**src/rtl/flag_pkg.sv**
```systemverilog
`default_nettype none
// +---------------------------------------------------------------------------+
// | Package : flag_pkg                                                        |
// | Brief   : Flag bit positions, flags type and condition-code constants.    |
// | Rev     : 1.0                                                             |
// +---------------------------------------------------------------------------+
package flag_pkg;

    typedef logic [3:0] flags_t;
    typedef logic [3:0] cond_t;

    localparam int c_flag_n = 3;
    localparam int c_flag_z = 2;
    localparam int c_flag_c = 1;
    localparam int c_flag_v = 0;

    localparam cond_t c_cond_eq = 4'd0;
    localparam cond_t c_cond_ne = 4'd1;
    localparam cond_t c_cond_cs = 4'd2;
    localparam cond_t c_cond_cc = 4'd3;
    localparam cond_t c_cond_mi = 4'd4;
    localparam cond_t c_cond_pl = 4'd5;
    localparam cond_t c_cond_vs = 4'd6;
    localparam cond_t c_cond_vc = 4'd7;
    localparam cond_t c_cond_hi = 4'd8;
    localparam cond_t c_cond_ls = 4'd9;
    localparam cond_t c_cond_ge = 4'd10;
    localparam cond_t c_cond_lt = 4'd11;
    localparam cond_t c_cond_gt = 4'd12;
    localparam cond_t c_cond_le = 4'd13;
    localparam cond_t c_cond_al = 4'd14;
    localparam cond_t c_cond_nv = 4'd15;

    // Names kept for the older single-bank flag register's callers.
    localparam cond_t c_cond_equal            = c_cond_eq;
    localparam cond_t c_cond_less             = c_cond_lt;
    localparam cond_t c_cond_greater          = c_cond_gt;
    localparam cond_t c_cond_greater_or_equal = c_cond_ge;

endpackage
`default_nettype wire

```
**src/rtl/cond_eval.sv**
```systemverilog
`default_nettype none
// +---------------------------------------------------------------------------+
// | Module : cond_eval                                                        |
// | Brief  : Combinational 16-code condition decode over {N,Z,C,V}.           |
// | Rev    : 1.0                                                             |
// +---------------------------------------------------------------------------+
module cond_eval
    import flag_pkg::*;
(
    input  logic [3:0] cond,
    input  logic [3:0] flags,
    output logic       result
);

    logic w_n;
    logic w_z;
    logic w_c;
    logic w_v;

    assign w_n = flags[c_flag_n];
    assign w_z = flags[c_flag_z];
    assign w_c = flags[c_flag_c];
    assign w_v = flags[c_flag_v];

    always_comb begin
        result = 1'b0;
        case (cond)
            c_cond_eq: result = w_z;
            c_cond_ne: result = ~w_z;
            c_cond_cs: result = w_c;
            c_cond_cc: result = ~w_c;
            c_cond_mi: result = w_n;
            c_cond_pl: result = ~w_n;
            c_cond_vs: result = w_v;
            c_cond_vc: result = ~w_v;
            c_cond_hi: result = w_c & ~w_z;
            c_cond_ls: result = ~w_c | w_z;
            c_cond_ge: result = (w_n == w_v);
            c_cond_lt: result = (w_n != w_v);
            c_cond_gt: result = ~w_z & (w_n == w_v);
            c_cond_le: result = w_z | (w_n != w_v);
            c_cond_al: result = 1'b1;
            default:   result = 1'b0;
        endcase
    end

endmodule
`default_nettype wire

```
**src/rtl/cond_flag_rf.sv**
```systemverilog
`default_nettype none
// +---------------------------------------------------------------------------+
// | Module : cond_flag_rf                                                     |
// | Brief  : Multi-bank {N,Z,C,V} flag file with pending scoreboard and a     |
// |          registered branch-condition result. FLAG_RF_BYPASS_EN forwards   |
// |          same-cycle write data to a colliding read instead of stalling.  |
// | Rev    : 1.0                                                             |
// +---------------------------------------------------------------------------+
module cond_flag_rf
    import flag_pkg::*;
#(
    parameter  int NUM_SETS = 4,
    localparam int SEL_W    = (NUM_SETS > 1) ? $clog2(NUM_SETS) : 1
) (
    input  logic                clk,
    input  logic                rst,
    input  logic                wr_en,
    input  logic [SEL_W-1:0]    wr_sel,
    input  logic [3:0]          wr_flags,
    input  logic                rsv_en,
    input  logic [SEL_W-1:0]    rsv_sel,
    input  logic                rd_en,
    input  logic [SEL_W-1:0]    rd_sel,
    input  logic [3:0]          rd_cond,
    output logic                stall,
    output logic                out_valid,
    output logic                out,
    output logic [NUM_SETS-1:0] pending
);

    localparam logic [SEL_W:0] c_num_sets = (SEL_W+1)'(NUM_SETS);

    flags_t              r_bank [NUM_SETS];
    logic [NUM_SETS-1:0] r_pending;
    logic                r_out;
    logic                r_out_valid;

    flags_t w_rd_flags;
    flags_t w_eval_flags;
    logic   w_rd_pend;
    logic   w_rd_in_range;
    logic   w_wr_hit;
    logic   w_stall_pend;
    logic   w_accept;
    logic   w_cond_result;

    // Select compares against in-range indices only, so out-of-range
    // write/reserve selects simply match no bank.
    always_ff @(posedge clk or posedge rst) begin
        if (rst) begin
            for (int i = 0; i < NUM_SETS; i++) begin
                r_bank[i] <= '0;
            end
            r_pending <= '0;
        end else begin
            for (int i = 0; i < NUM_SETS; i++) begin
                if (wr_en && (wr_sel == SEL_W'(i))) begin
                    r_bank[i]    <= wr_flags;
                    r_pending[i] <= 1'b0;
                end
                if (rsv_en && (rsv_sel == SEL_W'(i))) begin
                    r_pending[i] <= 1'b1;
                end
            end
        end
    end

    always_comb begin
        w_rd_flags = '0;
        w_rd_pend  = 1'b0;
        for (int i = 0; i < NUM_SETS; i++) begin
            if (rd_sel == SEL_W'(i)) begin
                w_rd_flags = r_bank[i];
                w_rd_pend  = r_pending[i];
            end
        end
    end

    assign w_rd_in_range = ({1'b0, rd_sel} < c_num_sets);
    assign w_wr_hit      = wr_en & (wr_sel == rd_sel);

`ifdef FLAG_RF_BYPASS_EN
    assign w_stall_pend = w_rd_pend & ~w_wr_hit;
    assign w_eval_flags = w_wr_hit ? wr_flags : w_rd_flags;
`else
    // Colliding read waits one edge so it sees the freshly stored flags.
    assign w_stall_pend = w_rd_pend | w_wr_hit;
    assign w_eval_flags = w_rd_flags;
`endif

    assign stall    = rd_en & w_rd_in_range & w_stall_pend;
    assign w_accept = rd_en & ~stall;

    cond_eval u_cond_eval (
        .cond   (rd_cond),
        .flags  (w_eval_flags),
        .result (w_cond_result)
    );

    always_ff @(posedge clk or posedge rst) begin
        if (rst) begin
            r_out       <= 1'b0;
            r_out_valid <= 1'b0;
        end else begin
            r_out_valid <= w_accept;
            if (w_accept) begin
                r_out <= w_rd_in_range & w_cond_result;
            end
        end
    end

    assign out       = r_out;
    assign out_valid = r_out_valid;
    assign pending   = r_pending;

endmodule
`default_nettype wire

```
**config.mk**
```make
export PLATFORM = sky130hd
export DESIGN_NAME = cond_flag_rf
export DESIGN_NICKNAME = d
export VERILOG_FILES = /design/src/rtl/flag_pkg.sv /design/src/rtl/cond_eval.sv /design/src/rtl/cond_flag_rf.sv
export SDC_FILE = /design/constraint.sdc
export NUM_CORES = 1
export LEC_CHECK = 0
export CORE_MARGIN = 8
export CORE_UTILIZATION = 45
export DETAILED_ROUTE_END_ITERATION = 8
export PLACE_DENSITY = 0.75
export SYNTH_ARGS = -nofsm -noshare
export SYNTH_HDL_FRONTEND = slang
export SYNTH_HIERARCHICAL = 1
export SYNTH_SLANG_ARGS = --single-unit
```
**constraint.sdc**
```tcl
create_clock -name clk -period 2.47 [get_ports clk]
set_input_delay 0.741 -clock clk [delete_from_list [all_inputs] [get_ports clk]]
set_output_delay 0.741 -clock clk [all_outputs]
set_load 0.005 [all_outputs]
```
==> metrics.cfg, run 1 <==
[worst_hold_path]
holdPathEnd=r_bank[5]$_DFFE_PP0P_
hold_depth=1
min_from=r_bank[5]$_DFFE_PP0P_
worstHoldPathType=reg2reg

[sta]
worst_pin_slew_ps=323.6
hold_viol=0
fin_crit_ps=2426
rsz0062_at_grt=true
maxSlewHeadroom=0.7836
period_share=0.9822
setup_tns_ps=0
setup_viol_count_final=0
drv_slew=0
fin_ws_ps=43.94
finalClockSkew_ps=5.030
whs_ps=499.7
max_freq_mhz=412.2

[cts]
post_cts_buffers=0
cts_buffer_depth=2
tritoncts=done
worst_skew_pair.late_latency_ps=300
cts_sinks=22
cts_inserted_buffers=3
cts-root-buf=clkbuf_4
cts.htree.levels=1
cts_hold_buf=0
path_clk_slew_ps=110

[route]
wl_per_cell_um=16.41
drtPass1Iterations=5
drt_iter0_drc=45
routed-via-count=923
via_per_inst=5.527
wirelength_um=2740
drtAntennaViolNets=0
drc_errors=0

[worst_setup_path]
cp_data_required_time_ps=1730
cp-end-kind=primary output
critPathSlowestCell=mux4_2
path_cells=buf_6, mux4_2, a31oi_2, nor2_1, buf_2
r2r_start=r_bank[0]$_DFFE_PP0P_
crit_fanout=2
arrival_ps=1690
worstSetupPathType=in2out
r2r_cells=6
slowest_delay_ps=520
worst_setup_path_start_kind=input port
reg2reg_slack_ps=340
reg2reg_to=out$_DFFE_PP0P_

[placed_design]
hpwl_um=2228
gp_congestion=0.7871
place_ws_ps=-755.5
place_area_um2=1624
numPortBuffers=25
dp.cells=164

[synthesis]
syn_inst=93
synth_common_cells=dfrtp_1, mux2_1, inv_1, mux2_2, mux4_2
ys_warn_count=6
async_flop_share=1.000
syn_area_um2=1217
synthDistinctLibCells=35
synth_ff_type=dfrtp_1
netlist_top_cells_area=dfrtp_1, mux2_1, mux4_2
yosysMostFrequentCell=dfrtp_1
synth_top_cell_by_area=dfrtp_1
ys_seq_elements=22
synth_edf_count=0
synth_top_area_frac=0.4522
seq_area_frac_synth=0.4522
avgSynthCellArea_um2=13.09
synth_fp_nets=112

[floorplan]
row_count=19
core_area_um2=2663
die-area_um2=4626
initial_core_util=0.4572
io-pin-count=26
die_h_um=68.02
die_width_um=68.02

[layout]
final_net_count=157
antennaDiodeCount=0
fillers=218
final_cells=167
drive_above_1_share=0.3088
final_area_um2=1652
syn_to_final_growth_pct=35.66

[global_routing]
grt_pass1_vias=981
grt_max_degree=23
antenna_found_initial=0
grt-ovfl-total=0
grt_pass1_wl_um=4457
grt_usage=0.1290

[flow_run]
cap_violations=0

[run_status]
outcome=finished clean

[pwr]
power_leakage_uw=0.0007131
power_density_nw_per_um2=587.3
max-vdd-ir-drop_v=0.0004855

## final cells by class
type	count	area [um2]	area share
Clock buffer	3	22.52	0.01364
Inverter	5	18.77	0.01136
Multi-Input combinational cell	62	636.9	0.3856
Sequential cell	22	550.5	0.3333
Tap cell	31	38.79	0.02348
Timing Repair Buffer	44	384.1	0.2326
## power breakdown
group          switching, uW  internal, uW
Sequential              39.2           429
Combinational            132           215
Clock                   98.0          56.8
## stage by stage
| stage | power (uW) | util |
|---|---|---|
| after global routing | 1031 | 0.6203 |
| after global placement | 807.1 | 0.6100 |
| final | 969.9 | 0.6203 |
| after detailed placement | 827.4 | 0.6100 |
| after CTS | 984.1 | 0.6170 |
| after floorplan | 661.3 | - |
## layout by cell type (no fill, tap or decap), drive strengths merged, types with 4 or more instances in the layout
cell type      synthesis  layout
dfrtp                 22      22
inv                    5       5
clkbuf                 1       4
buf                    3      21
clkdlybuf4s50          0      20
mux4                   5       5
mux2                  18      18
## layer usage
metal | vias to the layer above | wire length, um | track usage
met3 | 2 | 140 | 0.02782
met4 | 0 | 17 | 0.05371
met1 | 455 | 1206 | 0.1545
met2 | 27 | 1375 | 0.2192
met5 | - | 0 | 0
li1 | 439 | - | -
## what timing repair did
action / 4_1_cts / 5_1_grt
pin swaps: 4 / 1
setup endpoints to repair: 2 / 2
resized for setup: 17 / 2
## worst max-delay path by stage
stage,start,end,slack (ps),depth (start not counted)
5_1_grt,rd_sel[0],out$_DFFE_PP0P_,-10,8
3_3_place_gp,rd_sel[0],out$_DFFE_PP0P_,-720,8
6_report,rd_sel[0],stall,40,5
3_5_place_dp,rd_sel[1],out$_DFFE_PP0P_,-760,7
2_1_floorplan,rd_sel[0],out$_DFFE_PP0P_,-80,7
4_1_cts,rd_sel[0],stall,20,5
## registers in the layout, summed over array words and instances (netlist names)
signal	cells
r_bank	16
out	1
out_valid	1
pending	4
## cell families after synthesis
group	after synthesis	share of synthesized area
XOR/XNOR	4	0.03495
AND/OR/NAND/NOR	18	0.08838
flip-flops	22	0.4522
buffers and inverters	9	0.03597
multiplexers	23	0.2682
AO/OA/AOI/OAI	17	0.1203
## critical path: cells and delay by family
family                 cells  cell delay, ps
multiplexers               1             520
buffers and inverters      2             200
AND/OR/NAND/NOR            1              60
AO/OA/AOI/OAI              1             160
Power figures use the tool's default switching activity.
==> run 2: changes to the inputs <==
--- a/config.mk
+++ b/config.mk
@@ -5,6 +5,7 @@
 export SDC_FILE = /design/constraint.sdc
 export NUM_CORES = 1
 export LEC_CHECK = 0
+export CORE_ASPECT_RATIO = 0.6
 export CORE_MARGIN = 8
 export CORE_UTILIZATION = 45
 export DETAILED_ROUTE_END_ITERATION = 8
==> run 2 against run 1 <==
Die area is 1.2% higher. Register-to-register slack better by 40 ps. Setup slack better by 23 ps. Clock-buffer cell count stayed put. Final area is 2.2% higher. Via count is 3.4% lower. First-iteration DRC count is 11% lower. Sequential share of layout area is 0.72 points lower. Global-route usage is 1.5 points lower. Flip-flop and latch count stayed put. Critical endpoint unchanged. Largest cell class unchanged.
==> metrics.cfg, run 2 (synthesis results as in run 1) <==
[layout]
utilization=0.6645
final_common_cell=dfrtp_1
drive_above_1_share=0.2985
antennaDiodeCount=0
final_cell_mix=dfrtp_1, clkdlybuf4s50_1, buf_4
syn_to_final_growth_pct=38.64
final_area_um2=1688
largest_register_ffs=16
final_net_count=154
regMostFlops=r_bank
final_cells=166
fillers=174

[route]
met3WireLength_um=125
drc_errors=0
top_layer=met3
dr_wl_met2_um=1220
routed-via-count=892
wl_met1_um=1376
drt_iter0_drc=40
drtAntennaViolNets=0
wl_per_cell_um=16.40
via_per_inst=5.373
wirelength_um=2722
drtPass1Iterations=4

[sta]
max_freq_mhz=416.2
maxSlewHeadroom=0.7989
drv_slew=0
hold_viol=0
worst_pin_slew_ps=300.7
fin_crit_ps=2403
finalClockSkew_ps=3.091
setup_tns_ps=0
rsz0062_at_grt=false
setup_viol_count_final=0
period_share=0.9728

[placed_design]
numPortBuffers=25
hpwl_um=2158
place_area_um2=1595
dp.cells=161
gp_congestion=0.7445

[pwr]
power_switching_uw=289.3
power_leakage_uw=0.0007274
intPower_uw=861.2
power_density_nw_per_um2=681.6
power_frac_comb=0.303
power_frac_seq=0.408
max-vdd-ir-drop_v=0.0004398
p_total_uw=1150
swShare=0.2514
clkPwrFrac=0.290

[worst_setup_path]
r2r_start=r_bank[3]$_DFFE_PP0P_
r2r_cells=6
crit_fanout=3
arrival_ps=1660
worst_setup_path_start_kind=input port
worstSetupPathType=in2out
reg2reg_to=out$_DFFE_PP0P_
cp_data_required_time_ps=1730
reg2reg_slack_ps=380
cp-end-kind=primary output

[cts]
tritoncts=done
cts_sinks=22
path_clk_slew_ps=80
cts.htree.levels=1
cts_inserted_buffers=3
worst_skew_pair.late_latency_ps=260
cts-root-buf=clkbuf_8
cts_hold_buf=0
cts_buffer_depth=2

[run_status]
outcome=finished clean

[floorplan]
io-pin-count=26
die_h_um=56.29
core_area_um2=2540
initial_core_util=0.4793
die_width_um=83.15
die-area_um2=4681
row_count=14

[global_routing]
grt-ovfl-total=0
grt_pass1_vias=939
antenna_found_initial=0
grt_pass1_wl_um=4450
grt_usage=0.1145
grt_max_degree=23

[worst_hold_path]
holdPathEnd=r_bank[13]$_DFFE_PP0P_
min_from=r_bank[13]$_DFFE_PP0P_
hold_depth=1
worstHoldPathType=reg2reg

[flow_run]
cap_violations=0

[run 2: changes by cell type in the layout (fill, tap and decap cells not counted)]
| cell | previous run | this run |
|---|---|---|
| a31oi_1 | 0 | 1 |
| a31oi_2 | 1 | 0 |
| buf_4 | 19 | 15 |
| buf_8 | 0 | 1 |
| bufinv_16 | 0 | 1 |
| clkbuf_4 | 4 | 1 |
| clkbuf_8 | 0 | 3 |
| xnor2_1 | 1 | 0 |
| xnor2_2 | 2 | 3 |
[run 2: layout make-up]
class / count / area [um2] / area share
timing repair buffer: 41 / 369.1 / 0.2187
clock buffer: 3 / 41.29 / 0.02446
sequential: 22 / 550.5 / 0.3262
inverter: 5 / 18.77 / 0.01112
multi-input combinational: 62 / 638.1 / 0.3781
tap: 32 / 40.04 / 0.02372
clock inverter: 1 / 30.03 / 0.01779
[run 2: what timing repair did]
| item | 4_1_cts | 5_1_grt |
|---|---|---|
| setup buffers | 1 | 0 |
| pin swaps | 0 | 1 |
| gates resized for setup | 18 | 3 |
| setup endpoints to repair | 2 | 1 |
[run 2: through the flow]
step	setup WS [ps]	hold WS (ps)
floorplan	-80.31	453.3
CTS	21.20	495.0
global route	5.764	508.3
detailed placement	-747.0	476.3
global placement	-719.9	469.0
finish	67.20	492.6
[run 2: worst max path at each step]
| stage | cells after the start | from | to | slack (ps) |
|---|---|---|---|---|
| final | 5 | rd_sel[0] | stall | 70 |
| after global routing | 8 | rd_sel[0] | out$_DFFE_PP0P_ | 6 |
| after CTS | 8 | rd_sel[0] | out$_DFFE_PP0P_ | 20 |
| after detailed placement | 8 | rd_sel[0] | out$_DFFE_PP0P_ | -750 |
| after global placement | 8 | rd_sel[0] | out$_DFFE_PP0P_ | -720 |
| after floorplan | 7 | rd_sel[0] | out$_DFFE_PP0P_ | -80 |
[run 2: routing by layer]
metal	vias to the layer above	track usage
li1	434	-
met1	442	0.1498
met2	16	0.1788
met3	0	0.04748
met4	0	0.007463
met5	-	0
[run 2: power by group through the flow]
stage / clock network [uW] / registers, uW / logic [uW]
global placement: 0 / 474 / 333
finish: 333 / 469 / 348
global route: 362 / 477 / 374
CTS: 342 / 468 / 350
detailed placement: 0 / 475 / 345
floorplan: 0 / 464 / 197
[run 2: critical path, stage by stage]
cell and delay [ps]:
buf_8 80, mux4_2 510, a31oi_1 160, nor2_1 50
buf_2 120
